===== config.mk =====
export PLATFORM = sky130hd
export DESIGN_NAME = bram_port_arbiter
export DESIGN_NICKNAME = d
export VERILOG_FILES = /design/src/rtl/bram_port_arbiter.sv
export SDC_FILE = /design/constraint.sdc
export NUM_CORES = 1
export LEC_CHECK = 0
export CORE_AREA = 5 5 177 179
export CTS_BUF_LIST = sky130_fd_sc_hd__clkbuf_8
export DETAILED_ROUTE_END_ITERATION = 8
export DIE_AREA = 0 0 182 184
export GPL_TIMING_DRIVEN = 0
export HOLD_SLACK_MARGIN = 0.06
export PLACE_DENSITY = 0.47
export SLEW_MARGIN = 0
export SYNTH_ARGS = -nofsm -noshare
export SYNTH_HDL_FRONTEND = slang
export SYNTH_SLANG_ARGS = --single-unit
export TNS_END_PERCENT = 30

===== constraint.sdc =====
create_clock -name clk -period 3 [get_ports clk]
set_clock_uncertainty 0.2 [all_clocks]
set_input_delay 0.45 -clock clk [delete_from_list [all_inputs] [get_ports clk]]
set_output_delay 0.45 -clock clk [all_outputs]
set_load 0.01 [all_outputs]

===== src/rtl/bram_port_arbiter.sv =====
// bram_port_arbiter
//   Two-master burst arbiter in front of one 64-bit port of the frame BRAM.
//   m0 is the camera line writer and m1 is the face-filter pixel reader.
//   The arbiter grants whole bursts and generates incrementing word
//   addresses. Read data returns one cycle after the address and carries a
//   readdatavalid tag that identifies the owning master.
//
//   Build option: define BRAM_ARB_FIXED_PRIO_EN so that m0 wins every tie in
//   IDLE. When the macro is not defined, ties are resolved round-robin
//   against last_owner.
//
// Ports
//   clk, reset                 single clock, synchronous active-high reset
//   mN_address/burstcount      burst base word address and beat count (N=0,1)
//   mN_read/write              command strobes (both high is taken as write)
//   mN_writedata/byteenable    write beat payload
//   mN_waitrequest             low = command/beat accepted this cycle
//   mN_readdata/readdatavalid  read return (the data bus is shared)
//   bram_*                     BRAM port (registered address, 1-cycle read)
module bram_port_arbiter #(
  parameter int ADDR_W    = 10,
  parameter int DATA_W    = 64,
  parameter int BE_W      = 8,
  parameter int BURST_W   = 5,
  parameter int MAX_BURST = 16
) (
  input  logic               clk,
  input  logic               reset,
  input  logic [ADDR_W-1:0]  m0_address,
  input  logic [BURST_W-1:0] m0_burstcount,
  input  logic               m0_read,
  input  logic               m0_write,
  input  logic [DATA_W-1:0]  m0_writedata,
  input  logic [BE_W-1:0]    m0_byteenable,
  output logic               m0_waitrequest,
  output logic [DATA_W-1:0]  m0_readdata,
  output logic               m0_readdatavalid,
  input  logic [ADDR_W-1:0]  m1_address,
  input  logic [BURST_W-1:0] m1_burstcount,
  input  logic               m1_read,
  input  logic               m1_write,
  input  logic [DATA_W-1:0]  m1_writedata,
  input  logic [BE_W-1:0]    m1_byteenable,
  output logic               m1_waitrequest,
  output logic [DATA_W-1:0]  m1_readdata,
  output logic               m1_readdatavalid,
  output logic [ADDR_W-1:0]  bram_address,
  output logic               bram_chipselect,
  output logic               bram_write,
  output logic [BE_W-1:0]    bram_byteenable,
  output logic [DATA_W-1:0]  bram_writedata,
  input  logic [DATA_W-1:0]  bram_readdata
);

  typedef enum logic [1:0] {IDLE, WRITE, READ} state_t;

  state_t              state, state_nx;
  logic                owner, last_owner;
  logic                first_rd;      // first READ cycle: the command handshake
  logic [BURST_W-1:0]  remain;        // beats still to issue in this burst
  logic [ADDR_W-1:0]   cur_addr;      // address of the next beat
  logic                rd_tag_valid, rd_tag_owner;

  logic                req0, req1, any_req, win, win_wr, beat;
  logic [ADDR_W-1:0]   win_addr;
  logic [BURST_W-1:0]  win_bc, win_cnt;
  logic                o_write;
  logic [DATA_W-1:0]   o_wd;
  logic [BE_W-1:0]     o_be;
  logic                acc_ok;

  assign req0    = m0_read | m0_write;
  assign req1    = m1_read | m1_write;
  assign any_req = req0 | req1;

`ifdef BRAM_ARB_FIXED_PRIO_EN
  assign win = ~req0;
`else
  // On a tie, grant the master that did not own the previous burst.
  assign win = (req0 & req1) ? ~last_owner : req1;
`endif

  assign win_wr   = win ? m1_write      : m0_write;
  assign win_addr = win ? m1_address    : m0_address;
  assign win_bc   = win ? m1_burstcount : m0_burstcount;

  // A burstcount of 0 is treated as one beat. Longer requests are clamped.
  always_comb begin
    win_cnt = win_bc;
    if (win_bc == '0)
      win_cnt = BURST_W'(1);
    else if (win_bc > BURST_W'(MAX_BURST))
      win_cnt = BURST_W'(MAX_BURST);
  end

  // The write beat of the owner goes straight through to the BRAM port.
  assign o_write = owner ? m1_write      : m0_write;
  assign o_wd    = owner ? m1_writedata  : m0_writedata;
  assign o_be    = owner ? m1_byteenable : m0_byteenable;

  always_comb begin
    state_nx = state;
    beat     = 1'b0;
    case (state)
      IDLE:  if (any_req) state_nx = win_wr ? WRITE : READ;
      WRITE: if (o_write) begin
               beat = 1'b1;
               if (remain == BURST_W'(1)) state_nx = IDLE;
             end
      READ:  begin
               beat = 1'b1;
               if (remain == BURST_W'(1)) state_nx = IDLE;
             end
      default: state_nx = IDLE;
    endcase
  end

  always_ff @(posedge clk) begin
    if (reset) begin
      state        <= IDLE;
      owner        <= 1'b0;
      last_owner   <= 1'b1;
      first_rd     <= 1'b0;
      remain       <= '0;
      cur_addr     <= '0;
      rd_tag_valid <= 1'b0;
      rd_tag_owner <= 1'b0;
    end else begin
      state        <= state_nx;
      rd_tag_valid <= (state == READ);
      rd_tag_owner <= owner;
      first_rd     <= 1'b0;
      if (state == IDLE && any_req) begin
        owner      <= win;
        last_owner <= win;
        cur_addr   <= win_addr;
        remain     <= win_cnt;
        first_rd   <= 1'b1;
      end else if (beat) begin
        cur_addr <= cur_addr + ADDR_W'(1);   // wraps mod 2^ADDR_W
        remain   <= remain - BURST_W'(1);
      end
    end
  end

  // A write owner may stream beats on any cycle. A read owner is acknowledged
  // only once, because the arbiter generates the remaining addresses itself.
  assign acc_ok = (state == WRITE) | ((state == READ) & first_rd);

  assign m0_waitrequest = ~(acc_ok & ~owner);
  assign m1_waitrequest = ~(acc_ok &  owner);

  assign bram_address    = cur_addr;
  assign bram_write      = (state == WRITE) & o_write;
  assign bram_chipselect = bram_write | (state == READ);
  assign bram_writedata  = o_wd;
  assign bram_byteenable = (state == WRITE) ? o_be :
                           (state == READ)  ? {BE_W{1'b1}} : '0;

  assign m0_readdata      = bram_readdata;
  assign m1_readdata      = bram_readdata;
  assign m0_readdatavalid = rd_tag_valid & ~rd_tag_owner;
  assign m1_readdatavalid = rd_tag_valid &  rd_tag_owner;

endmodule


==> impl_summary.log, run 1 <==
[metrics] count of endpoints failing hold in the final timing report: 0
[metrics] Worst-path clk slew: 0.08 ns
[metrics] power per cell area: 420 nW/um^2
[metrics] buffer and inverter count on the worst path: 2
[metrics] iteration count of the initial detailed-routing pass: 4
[metrics] post-route standard cell area excluding fillers: 7740 um^2
[metrics] Seq/Total Area, Yosys: 13.6%
[metrics] average cell area after synthesis: 8.47 um^2
[metrics] count of buffers inserted at the top-level ports: 395
[metrics] multiplexer share of the synthesized area: 29.0%
[metrics] horizontal die dimension: 182 um
[metrics] die area: 33,500 um^2
[metrics] number of DRC markers in iteration 0: 54
[metrics] drt via density: 3.39
[metrics] Startpoint Class: input pin
[metrics] Required @ worst endpoint: 2.35 ns
[metrics] initial cell density of the core: 11.0%
[metrics] number of setup buffers added after CTS: 0
[metrics] clock tree root buffer cell: clkbuf_8
[metrics] number of nets at the end of the flow: 1,032
[metrics] pins over their slew limit: 0
[metrics] cell type group with the largest total delay on the critical path: buffers and inverters
[metrics] critical path start-end classification: input pin to output port
[metrics] detailed placer's ending HPWL: 16,800 um
[metrics] status: complete, no violations
[metrics] Top-Level Pins: 460
[metrics] Max H-tree Level: 1
[metrics] Least-Margin Pin Slew: 0.590 ns
[metrics] sum of routed wire length over all layers: 18,500 um
[metrics] CTS max path bufs: 2
[metrics] GRT Residual Overflow: 0
[metrics] detailed-route via count: 3,967
[metrics] crit share post-route: 96.4%
[metrics] area of the multi-input gates: 1730 um^2
[metrics] Setup crit end kind: output port
[metrics] adder-cell area share of the yosys netlist: 2.32%
[metrics] total number of yosys warnings: 0
[metrics] total nets after synthesis: 632
[metrics] All-Layer GR Usage: 9.81%
[metrics] fraction of synthesis flops using an asynchronous set or reset pin: 0%
[metrics] FF/Latch Area: 440 um^2
[metrics] DR DRC count: 0
[metrics] clock period minus final worst setup slack: 2.89 ns
[metrics] Max rail drop VDD: 0.162 mV
[metrics] simple-gate portion of the synthesized area: 8.97%
[metrics] Netlist cell types: 36
[metrics] cell-by-cell listing of the critical path: clkdlybuf4s50_1 > mux2i_2 > nor2b_1 > or2_2 > clkdlybuf4s50_1
[metrics] count of flip-flops with a built-in enable after synthesis: 0
[metrics] Placement Setup Slack: 0.0636 ns
[metrics] maximum fanout encountered on the critical timing path: 5
[metrics] fmax: 346 MHz
[metrics] final critical-path setup slack: 0.107 ns
[metrics] top_reg_cell synth: dfxtp_1
[metrics] setup repair after global routing missed its margin: true
[metrics] antenna fix cells: 0
[metrics] CTS Hold Bufs: 0
[metrics] largest net degree at the start of global routing: 13
[metrics] number of antenna violations at the first check in global routing: 1
[metrics] Leak: 3.05 nW
[metrics] number of global-route vias before repair: 4,334
[metrics] Routed wire per std cell: 15.8 um
[metrics] count of fill cells added during filler insertion: 3,183
[metrics] share of the synthesized netlist area taken by xor and xnor gates: 3.52%
[metrics] global placer's final weighted congestion: 0.728
[metrics] placed instance area: 7680 um^2
[metrics] Maximum Capacitance Violations: 0
[metrics] TritonCTS clock tree: done
[metrics] cell at the slowest stage of the critical path: clkdlybuf4s50_1
[metrics] Die Span Y: 184 um
[metrics] Floorplan Core Area: 29,400 um^2
[metrics] Num Clock Sinks: 22
[metrics] main combinational cell family by area after synthesis: buffers and inverters
[metrics] compound-cell area share of the yosys netlist: 9.51%
[metrics] Cells after Synth: 382
[metrics] layout-stage area growth over the synthesis result: 139%
[metrics] residual antenna-violating net count after detailed routing: 0
[metrics] Placement Rows: 63
[metrics] number of storage elements in the synthesis netlist: 22
[metrics] final setup fails: 0
[metrics] clk_lat worst skew: 0.27 ns
[metrics] Most Frequent Cell on Critical Path: clkdlybuf4s50_1
[metrics] highest cell delay on the worst timing path: 0.50 ns
[metrics] max-slew headroom at the worst pin: 60.7%
[metrics] wire length of the first global-routing pass: 25,700 um
[metrics] worst hold path type: register to register
[metrics] share of cells above drive strength 1: 27.4%
[metrics] number of CTS-inserted buffers: 3
[metrics] Post-Synthesis Cell Area: 3240 um^2
[metrics] data arrival at the endpoint of the critical path: 2.24 ns
## state kept, by name, indices dropped and copies added, names as in the netlist
signal and flops:
last_owner 1, first_rd 1, state 2, remain 5, owner 1, rd_tag_valid 1
rd_tag_owner 1, bram_address 10
## synthesized netlist by cell type, drive strengths merged (3+ instances only)
library cell,n,area share (%)
a211oi,5,1.2
a21boi,9,2.1
a21oi,23,3.6
and3,4,0.77
buf,137,31
clkbuf,9,1.0
dfxtp,22,14
ha,6,2.3
inv,6,0.70
mux2,66,23
mux2i,19,6.0
nand2,7,0.81
nand2b,4,0.77
nand3,5,0.77
nand4,3,0.58
nor2,14,1.6
nor2b,4,0.77
nor3,4,0.62
nor3b,3,0.70
o21ai,8,1.6
xor2,11,3.0
## worst paths after layout
path	start	endpoint	slack, ns	depth (start not counted)
max	m1_write	bram_chipselect	0.11	5
min	state[1]	state[1]	0.30	2
min reg2reg	state[1]	state[1]	0.30	2
max reg2reg	state[0]	remain[1]	0.87	7
## logic make-up after synthesis
group	Yosys count
buf+inv	152
flops	22
mux	85
compound gates	49
fa+ha+maj	6
simple gates	55
xor+xnor	13
## cell type report
type / count / area share (%)
Sequential cell: 22 / 5.69
Clock buffer: 4 / 0.711
Buffer: 146 / 13.7
Multi-Input combinational cell: 208 / 22.3
Tap cell: 390 / 6.30
Timing Repair Buffer: 395 / 51.1
Inverter: 6 / 0.291
## worst min-delay path, cell delays in order (launching register included)
cell and delay [ns]:
dfxtp_1 0.34, nand2b_1 0.07, a21oi_1 0.05
## report_power, final
part / internal [mW] / switching [mW] / total, mW
registers: 0.406 / 0.106 / 0.511
logic: 1.47 / 1.05 / 2.53
clock network: 0.117 / 0.0985 / 0.216
## placed cells by master, fill, tap and decap left out, types with 7 or more instances in the layout
| master | count |
|---|---|
| clkdlybuf4s50_1 | 395 |
| mux2_2 | 66 |
| buf_4 | 129 |
| a21oi_1 | 23 |
| xor2_1 | 11 |
| dfxtp_1 | 22 |
| nor2_1 | 13 |
| nand2_1 | 7 |
| mux2i_1 | 18 |
| clkbuf_1 | 7 |
## stage by stage
step | setup TNS, ns | std cells | hold WS [ns] | util [%] | total power [mW]
floorplan | 0 | 382 | 0.263 | - | 1.73
global placement | 0 | 1167 | 0.290 | 26.1 | 3.09
detailed placement | 0 | 1167 | 0.289 | 26.1 | 3.08
CTS | 0 | 1171 | 0.303 | 26.3 | 3.32
global route | -0.0330 | 1171 | 0.347 | 26.3 | 3.50
finish | 0 | 1171 | 0.301 | 26.3 | 3.25
## layer usage
metal	routed length (um)	part of all wire (%)	GRT usage (%)
met5	13	0.070	0
met4	186	1.0	1.65
met3	1520	8.2	2.87
met2	9730	53	18.2
met1	7070	38	11.3
## what timing repair did
action	in CTS	in global routing
pin swaps	0	0
endpoints found under the setup margin	37	9
resized for setup	3	3
Power figures use the tool's default switching activity.
==> inputs of run 2 (changes only) <==
Settings changed: ABC_AREA set to 1, CORE_AREA 5 5 177 179 to 5 5 178 180, DIE_AREA 0 0 182 184 to 0 0 183 185, PLACE_DENSITY 0.47 to 0.48, TNS_END_PERCENT 30 to 50.
==> impl_summary.log, run 2 <==
[metrics] post-layout utilization of the core: 26.4% (about the same)
[metrics] global placer's final weighted congestion: 0.804 (+10%)
[metrics] largest net degree at the start of global routing: 13 (unchanged)
[metrics] Routed wire per std cell: 16.2 um (+2.3%)
[metrics] highest cell delay on the worst timing path: 0.56 ns (+0.06 ns)
[metrics] fraction of synthesis flops using an asynchronous set or reset pin: 0% (unchanged)
[metrics] number of CTS-inserted buffers: 3 (unchanged)
[metrics] final setup fails: 0 (unchanged)
[metrics] iteration count of the initial detailed-routing pass: 5 (+1)
[metrics] count of flip-flops with a built-in enable after synthesis: 0 (unchanged)
[metrics] Worst Hold Slack: 0.295 ns (-0.00595 ns)
[metrics] Startpoint Class: register
[metrics] total number of yosys warnings: 0 (unchanged)
[metrics] Cells after Synth: 612 (+60%)
[metrics] cell types occupying the most area after synthesis: buf_4 (29%), nand2_1 (27%), dfxtp_1 (13%)
[metrics] horizontal die dimension: 183 um (+0.55%)
[metrics] flip-flop count of the largest register, all copies and words added: 10 (unchanged)
[metrics] layout-stage area growth over the synthesis result: 133%
[metrics] Num Clock Sinks: 22 (unchanged)
[metrics] Maximum Capacitance Violations: 0 (unchanged)
[metrics] maximum fanout encountered on the critical timing path: 10 (+5)
[metrics] Max rail drop VDD: 0.241 mV (+48%)
[metrics] top_reg_cell synth: dfxtp_1
[metrics] Max H-tree Level: 1 (unchanged)
[metrics] die area: 33,900 um^2 (+1.1%)
[metrics] fmax: 354 MHz (+2.5%)
[metrics] All-Layer GR Usage: 12.2% (+2.4 points)
[metrics] clock tree root buffer cell: clkbuf_8
[metrics] max-slew headroom at the worst pin: 67.5% (+6.8 points)
[metrics] Final Total Pwr: 4.09 mW (+26%)
[metrics] critical path start-end classification: register to output port
[metrics] cell at the slowest stage of the critical path: clkdlybuf4s50_1
[metrics] post-route standard cell area excluding fillers: 7910 um^2 (+2.2%)
[metrics] total nets after synthesis: 862 (+36%)
[metrics] top library cells by usage in the layout, fill and taps aside: clkdlybuf4s50_1 (395), nand2_1 (242), buf_4 (130)
[metrics] number of global-route vias before repair: 5,053 (+17%)
[metrics] Most Frequent Cell on Critical Path: nand2_1
[metrics] top-count cell post-synth: nand2_1
[metrics] initial cell density of the core: 11.3% (+0.30 points)
[metrics] Post-Synthesis Cell Area: 3390 um^2 (+4.9%)
[metrics] most common library cell in the layout ignoring fill and taps: clkdlybuf4s50_1
[metrics] buffer and inverter count on the worst path: 4 (+2)
[metrics] Die Span Y: 185 um (+0.54%)
[metrics] Worst-path clk slew: 0.08 ns (about the same)
[metrics] Placement Rows: 64 (+1.6%)
[metrics] number of storage elements in the synthesis netlist: 22 (unchanged)
[metrics] crit share post-route: 94.0% (-2.4 points)
[metrics] share of cells above drive strength 1: 15.6% (-12 points)
[metrics] worst hold path type: register to register
[metrics] Post-synth top cells: nand2_1 (243), buf_4 (130), nor2_1 (46)
[metrics] number of nets at the end of the flow: 1,262 (+22%)
[metrics] pins over their slew limit: 0 (unchanged)
[metrics] average cell area after synthesis: 5.55 um^2 (-35%)
[metrics] setup repair after global routing missed its margin: true
[metrics] Setup crit end kind: output port
[metrics] TritonCTS clock tree: done
[metrics] data arrival at the endpoint of the critical path: 2.17 ns (-0.07 ns)
[metrics] detailed placer's ending HPWL: 20,200 um (+21%)
[metrics] Netlist cell types: 26 (-28%)
[metrics] drt via density: 3.46 (+2.0%)
[metrics] cell taking the most area after synthesis: buf_4
[metrics] Seq/Total Area, Yosys: 13.0% (-0.64 points)
[metrics] number of DRC markers in iteration 0: 150 (+180%)
[metrics] sum of routed wire length over all layers: 22,800 um (+23%)
[metrics] cell-by-cell listing of the critical path: inv_1 > clkbuf_2 > buf_1 > nand2_1 > nand2_1 > clkdlybuf4s50_1
[metrics] detailed-route via count: 4,864 (+23%)
[metrics] Required @ worst endpoint: 2.35 ns (about the same)
[metrics] status: complete, no violations
[metrics] Leak: 3.60 nW (+18%)
[metrics] number of antenna violations at the first check in global routing: 0 (-1)
[metrics] cell type group with the largest total delay on the critical path: buffers and inverters
[metrics] Least-Margin Pin Slew: 0.486 ns (-0.103 ns)
[metrics] Yosys top cell area share: 28.8% (-1.2 points)
[metrics] antenna fix cells: 0 (unchanged)
[metrics] DR DRC count: 0 (unchanged)
[metrics] clock period minus final worst setup slack: 2.82 ns (-0.0718 ns)
[metrics] GRT Residual Overflow: 0 (unchanged)
[metrics] count of endpoints failing hold in the final timing report: 0 (unchanged)
[metrics] wire length of the first global-routing pass: 31,400 um (+22%)
[metrics] residual antenna-violating net count after detailed routing: 0 (unchanged)
[metrics] power per cell area: 517 nW/um^2 (+23%)
[metrics] placed instance area: 7840 um^2 (+2.2%)
[metrics] Floorplan Core Area: 30,000 um^2 (+2.1%)
[metrics] CTS Hold Bufs: 0 (unchanged)
[metrics] count of buffers inserted at the top-level ports: 395 (unchanged)
[metrics] clk_lat worst skew: 0.26 ns (about the same)
[metrics] CTS max path bufs: 2 (unchanged)
[metrics] Top-Level Pins: 460 (unchanged)
[run 2: cells by family after synthesis]
kind of cell    after synthesis  synth area share, %
xor+xnor                      6                 1.55
simple gates                311                 35.5
buf+inv                     193                 36.3
fa+ha+maj                     6                 2.21
flops                        22                 13.0
compound gates               74                 11.4
[run 2: timing repair]
action	CTS	global route
gates resized for setup	5	11
endpoints found under the hold margin	0	0
pin swaps	0	0
buffers inserted	0	0
endpoints found under the setup margin	69	32
[run 2: metrics by stage]
stage	instances	worst slack (ns)	TNS, ns
final	1407	0.179	0
after global routing	1407	-0.0469	-0.164
after CTS	1407	0.00995	0
after detailed placement	1403	-0.128	-0.867
after global placement	1403	-0.110	-0.657
after floorplan	612	1.11	0
[run 2: final timing paths]
| kind | endpoint | slack (ns) | from | cells past startpoint |
|---|---|---|---|---|
| setup reg to reg | bram_address[5] | 0.88 | state[1] | 11 |
| setup / recovery | bram_writedata[41] | 0.18 | owner | 6 |
| hold / removal | state[1] | 0.30 | state[1] | 2 |
| hold reg to reg | state[1] | 0.30 | state[1] | 2 |
[run 2: area by class of cell]
cell class	count	area [um^2]
Fill cell	3294	22100
Timing Repair Buffer	395	3950
Multi-Input combinational cell	397	1720
Buffer	153	1090
Tap cell	396	495
Sequential cell	22	440
Inverter	40	150
Clock buffer	4	55.1
[run 2: power breakdown]
part           switching (mW)  internal (mW)  total (mW)
combinational            1.72           1.63        3.35
sequential              0.113          0.414       0.528
clock                  0.0991          0.117       0.216
[run 2: tightest hold or removal path, cell delays in order, from the launching register on]
cell	delay, ns
dfxtp_1	0.33
nand2_1	0.06
a21oi_1	0.06
[run 2: metal layers]
metal  wire, um  up-vias  GRT usage (%)
li1           -     2547              -
met1       8520     2073           13.8
met2      11800      238           22.6
met3       2280        6           4.60
met4        125        0          0.805
met5          0        -              0
